`src/rtl/mario_motion.sv`:
```
// mario_motion: per-frame Mario position, jump/gravity FSM and sprite hit test.
// Define MARIO_WRAP_EN for horizontal wrap-around instead of edge clamping.
module mario_motion #(
    parameter int unsigned X_START  = 320,
    parameter int unsigned Y_GROUND = 400,
    parameter int unsigned SCREEN_W = 640,
    parameter int unsigned SPR_W    = 16,
    parameter int unsigned SPR_H    = 16,
    parameter int unsigned X_STEP   = 2,
    parameter int unsigned JUMP_VEL = 12,
    parameter int unsigned GRAVITY  = 1,
    parameter int unsigned MAX_FALL = 8
) (
    input  logic       Clk,
    input  logic       Reset_n,
    input  logic       frame_clk,
    input  logic [7:0] keycode,
    input  logic [9:0] DrawX,
    input  logic [9:0] DrawY,
    output logic [9:0] Mario_X,
    output logic [9:0] Mario_Y,
    output logic       Is_Mario,
    output logic       Airborne
);

    typedef enum logic [1:0] {
        GROUND,
        RISING,
        FALLING
    } state_t;

    localparam logic [10:0] SCR   = 11'(SCREEN_W);
    localparam logic [10:0] X_MAX = 11'(SCREEN_W - SPR_W);
    localparam logic [10:0] STEP  = 11'(X_STEP);
    localparam logic [10:0] SW    = 11'(SPR_W);
    localparam logic [10:0] SH    = 11'(SPR_H);
    localparam logic [10:0] YG    = 11'(Y_GROUND);
    localparam logic [9:0]  X0    = 10'(X_START);
    localparam logic [7:0]  JV    = 8'(JUMP_VEL);
    localparam logic [7:0]  GR    = 8'(GRAVITY);
    localparam logic [8:0]  MF    = 9'(MAX_FALL);

    state_t      state_q, state_d;
    logic [7:0]  vel_q, vel_d;
    logic [9:0]  x_d, y_d;
    logic        fs1, fs2, fdly, tick;
    logic [10:0] x_w, y_w, dx, dy;
    logic [10:0] x_sum, x_end, y_end, fall_y;
    logic [8:0]  fall_sum;
    logic [7:0]  fall_vel, rise_vel;
    logic        go_left, go_right, go_jump;
    logic        in_x, in_y;

    assign x_w      = {1'b0, Mario_X};
    assign y_w      = {1'b0, Mario_Y};
    assign dx       = {1'b0, DrawX};
    assign dy       = {1'b0, DrawY};
    assign go_left  = (keycode == 8'h04);
    assign go_right = (keycode == 8'h07);
    assign go_jump  = (keycode == 8'h1A);

    // frame_clk is asynchronous: synchronise, then edge-detect to one pulse
    always_ff @(posedge Clk or negedge Reset_n) begin
        if (!Reset_n) begin
            fs1  <= 1'b0;
            fs2  <= 1'b0;
            fdly <= 1'b0;
        end else begin
            fs1  <= frame_clk;
            fs2  <= fs1;
            fdly <= fs2;
        end
    end

    assign tick = fs2 & ~fdly;

    always_comb begin
        x_sum = x_w + STEP;
        x_d   = Mario_X;
        unique case (1'b1)
            go_left: begin
`ifdef MARIO_WRAP_EN
                x_d = (x_w < STEP) ? 10'(SCR + x_w - STEP)
                                   : 10'(x_w - STEP);
`else
                x_d = (x_w < STEP) ? 10'd0 : 10'(x_w - STEP);
`endif
            end
            go_right: begin
`ifdef MARIO_WRAP_EN
                x_d = (x_sum >= SCR) ? 10'(x_sum - SCR) : x_sum[9:0];
`else
                x_d = (x_sum > X_MAX) ? X_MAX[9:0] : x_sum[9:0];
`endif
            end
            default: x_d = Mario_X;
        endcase
    end

    // vel is a magnitude; its sign comes from RISING vs FALLING
    always_comb begin
        state_d  = state_q;
        vel_d    = vel_q;
        y_d      = Mario_Y;
        rise_vel = vel_q - GR;
        fall_sum = {1'b0, vel_q} + {1'b0, GR};
        fall_vel = (fall_sum > MF) ? MF[7:0] : fall_sum[7:0];
        fall_y   = y_w + {3'b000, fall_vel};
        unique case (state_q)
            GROUND: begin
                if (go_jump) begin
                    vel_d   = JV;
                    state_d = RISING;
                end else begin
                    y_d = YG[9:0];
                end
            end
            RISING: begin
                if (y_w < {3'b000, vel_q}) begin
                    y_d     = 10'd0;
                    vel_d   = 8'd0;
                    state_d = FALLING;
                end else begin
                    y_d   = 10'(y_w - {3'b000, vel_q});
                    vel_d = rise_vel;
                    if (rise_vel == 8'd0) state_d = FALLING;
                end
            end
            FALLING: begin
                if (fall_y >= YG) begin
                    y_d     = YG[9:0];
                    vel_d   = 8'd0;
                    state_d = GROUND;
                end else begin
                    y_d   = fall_y[9:0];
                    vel_d = fall_vel;
                end
            end
            default: begin
                y_d     = YG[9:0];
                vel_d   = 8'd0;
                state_d = GROUND;
            end
        endcase
    end

    always_ff @(posedge Clk or negedge Reset_n) begin
        if (!Reset_n) begin
            state_q  <= GROUND;
            vel_q    <= 8'd0;
            Mario_X  <= X0;
            Mario_Y  <= YG[9:0];
            Airborne <= 1'b0;
        end else if (tick) begin
            state_q  <= state_d;
            vel_q    <= vel_d;
            Mario_X  <= x_d;
            Mario_Y  <= y_d;
            Airborne <= (state_d != GROUND);
        end
    end

    always_comb begin
        x_end = x_w + SW;
        y_end = y_w + SH;
        in_x  = (dx >= x_w) && (dx < x_end);
        in_y  = (dy >= y_w) && (dy < y_end);
`ifdef MARIO_WRAP_EN
        if ((x_end > SCR) && (dx < x_end - SCR)) in_x = 1'b1;
`endif
        Is_Mario = in_x & in_y;
    end

endmodule

```
`config.mk`:
```
export PLATFORM = sky130hd
export DESIGN_NAME = mario_motion
export DESIGN_NICKNAME = d
export VERILOG_FILES = /design/src/rtl/mario_motion.sv
export SDC_FILE = /design/constraint.sdc
export NUM_CORES = 1
export LEC_CHECK = 0
export ABC_AREA = 0
export CORE_MARGIN = 2
export CORE_UTILIZATION = 57
export DETAILED_ROUTE_END_ITERATION = 8
export PLACE_DENSITY = 0.82
export SLEW_MARGIN = 20
export SYNTH_ARGS = -nofsm -noshare
export SYNTH_HDL_FRONTEND = slang
export SYNTH_SLANG_ARGS = --single-unit
```
`constraint.sdc`:
```
create_clock -name Clk -period 4.9 [get_ports Clk]
set_input_delay 0.98 -clock Clk [delete_from_list [all_inputs] [get_ports Clk]]
set_output_delay 0.98 -clock Clk [all_outputs]
set_load 0.005 [all_outputs]
```
==> flow_metrics.env <==
export IMPL_outcome="finished clean"
export IMPL_cts_sinks=33
export IMPL_start_util_pct=59.76
export IMPL_hpwl_mm=8.180
export IMPL_die_h_um=88.87
export IMPL_coreArea_um2=6869
export IMPL_path_buf_inv=0
export IMPL_clockBufferDepth=2
export IMPL_vdd_drop_max_mv=0.4309
export IMPL_rsz0062_at_grt="false"
export IMPL_ys_warn_count=0
export IMPL_postCtsSetupBuffers=0
export IMPL_synth_seq_cells=33
export IMPL_crit_arrival_ps=4720
export IMPL_crit_family="simple AND/OR/NAND/NOR gates"
export IMPL_antenna_found_initial=0
export IMPL_wl_per_cell_um=15.89
export IMPL_cts_resized=0
export IMPL_syn_inst=526
export IMPL_synth_simple_gate_area_share_pct=21.40
export IMPL_synth_xor_xnor_area_share_pct=4.907
export IMPL_fill_cells=608
export IMPL_die_area_um2=7897
export IMPL_vias=4166
export IMPL_totalWireLength_mm=10.55
export IMPL_synth_most_common_cell="ha_1"
export IMPL_drtIter0Drc=218
export IMPL_dp_cells=656
export IMPL_slowest_delay_ps=550
export IMPL_routabilityCongestion=0.8938
export IMPL_crit_required_ps=5120
export IMPL_async_flop_share_pct=100.0
export IMPL_netlist_area_um2=4105
export IMPL_crit_chain="and4_1 -> nand3_1 -> or4_1 -> a211oi_1 -> and2_1 -> ha_1 -> a211oi_1 -> nor2_1 -> xor2_1 -> or3_1 -> and4_1 -> nor3_2 -> a221o_1"
export IMPL_synth_compound_area_share_pct=27.37
export IMPL_avgSynthCellArea_um2=7.805
export IMPL_synth_distinct_cells=66
export IMPL_grt_max_degree=34
export IMPL_ant_nets=0
export IMPL_drive_above_1_share_pct=3.697
export IMPL_diodes=0
export IMPL_nNetsFinal=660
export IMPL_synth_top_area_share_pct=18.29
export IMPL_path_max_fanout=12
export IMPL_synth_area_leader_cell="ha_1"
export IMPL_synth_mux_area_share_pct=0.4877
export IMPL_setup_tns_ps=0
export IMPL_power_leakage_uw=0.001999
export IMPL_overflow=0
export IMPL_timing_hold_ws_ps=349.5
export IMPL_worst_setup_path_start_kind="flop"
export IMPL_hp_class="reg -> reg"
export IMPL_yosysSeqAreaShare_pct=20.27
export IMPL_setup_violations=0
export IMPL_grt_pass1_wl_mm=17.54
export IMPL_vias_per_cell=6.274
export IMPL_netlist_top_cells_area="ha_1, dfrtp_1, o21ai_0"
export IMPL_area_growth_pct=15.88
export IMPL_numCtsBuffers=5
export IMPL_slew_violations=0
export IMPL_fin_crit_ps=4499
export IMPL_skew_ps=5.939
export IMPL_max_slew_margin_rel_pct=63.09
export IMPL_io_pins=53
export IMPL_num_rows=30
export IMPL_synth_edff_count=0
export IMPL_clock_root_buffer="clkbuf_8"
export IMPL_hold_buffers=0
export IMPL_p_per_area_nw_per_um2=348.4
export IMPL_power_total_uw=1657
export IMPL_critPathSlowestCell="dfrtp_1"
export IMPL_synth_adder_area_share_pct=19.26
export IMPL_ys_flop_type="dfrtp_1"
export IMPL_fin_crit_sh_pct=91.82
export IMPL_worstSetupEndpointType="flop"
export IMPL_port_buffers=50
export IMPL_cts_tree="yes"
export IMPL_clock_latency_ps=290
export IMPL_drc=0
export IMPL_synthTopCellsByCount="ha_1, inv_1, o21ai_0"
export IMPL_die_width_um=88.87
export IMPL_cts_htree_levels=2
export IMPL_finalHoldViolations=0
export IMPL_fmaxAchievable_ghz=0.2223
export IMPL_grt_pass1_vias=3938
export IMPL_clkTransAtPathRegs_ps=70
export IMPL_cap_violations=0
export IMPL_track_usage_pct=27.60
export IMPL_drt_pass1_iterations=5
export IMPL_worst_setup_path_type="reg -> reg"
export IMPL_synth_top_family_by_area="compound AO/OA/AOI/OAI gates"
export IMPL_stdcell_count=664
export IMPL_worst_slew_pin_slew_ps=552.5
==> routing by layer <==
layer	wire length [um]	up-vias	track usage [%]
met1	4620	1949	36.18
met5	0	-	0
met2	5133	168	48.24
met3	653	20	4.104
met4	143	0	5.785
li1	-	2029	-
==> cell families after synthesis <==
logic type,count (synthesis)
XOR/XNOR,23
flip-flops,33
AO/OA/AOI/OAI,173
other,1
buffers and inverters,62
AND/OR/NAND/NOR,170
multiplexers,2
adder cells (fa/ha/maj),62
==> per-stage QoR <==
step           worst slack, ps  area, um2  util, %
2_1_floorplan             1070       4120        -
4_1_cts                  397.6       4752    69.18
3_3_place_gp             562.4       4651    67.70
3_5_place_dp             466.8       4651    67.70
6_report                 400.7       4757    69.25
5_1_grt                  117.4       4757    69.25
==> placed cells by master, fill, tap and decap left out, types with 5 or more instances in the layout <==
| cell | count |
|---|---|
| o31ai_1 | 5 |
| a21o_1 | 8 |
| nand2_1 | 32 |
| dfrtp_1 | 28 |
| or4_1 | 5 |
| dfstp_2 | 5 |
| nand3_1 | 21 |
| clkdlybuf4s50_1 | 50 |
| nor3_1 | 19 |
| nor2_1 | 39 |
| nor4_1 | 5 |
| a21oi_1 | 38 |
| nand4_1 | 5 |
| xor2_1 | 6 |
| a31oi_1 | 12 |
| and3_1 | 7 |
| o21a_1 | 12 |
| xnor2_1 | 17 |
| clkbuf_8 | 7 |
| a211oi_1 | 8 |
| inv_1 | 40 |
| conb_1 | 5 |
| o21ai_0 | 40 |
| nand2b_1 | 7 |
| nor2b_1 | 7 |
| o22ai_1 | 5 |
| ha_1 | 60 |
==> power breakdown <==
group / internal [uW] / switching (uW)
logic: 438 / 575
registers: 325 / 94.4
clock network: 127 / 98.6
total: 890 / 768
==> registers in the layout, indices dropped and copies added (netlist names) <==
signal and flops:
Mario_Y 10, fs1 1, fdly 1, Airborne 1, state_q 2, Mario_X 9
vel_q 8, fs2 1
==> layout make-up <==
cell class | instances | area (um2) | share of cell area [%]
flip-flops and latches | 33 | 832.0 | 17.49
well taps | 96 | 120.1 | 2.525
inverters | 40 | 150.1 | 3.156
clock buffers | 7 | 96.34 | 2.025
repair buffers | 52 | 515.5 | 10.84
multi-input cells | 435 | 3038 | 63.86
clock inverters | 1 | 5.005 | 0.1052
==> final timing paths <==
check	cells after the start	from	slack [ps]	to
worst max-delay path	13	vel_q[0]	400	Mario_Y[5]
max in group asynchronous	2	Reset_n	3470	Mario_X[8]
worst max register to register	13	vel_q[0]	400	Mario_Y[5]
worst min-delay path	0	fs1	350	fs2
min in group asynchronous	2	Reset_n	1100	fs1
worst min register to register	0	fs1	350	fs2
Power figures use the tool's default switching activity.
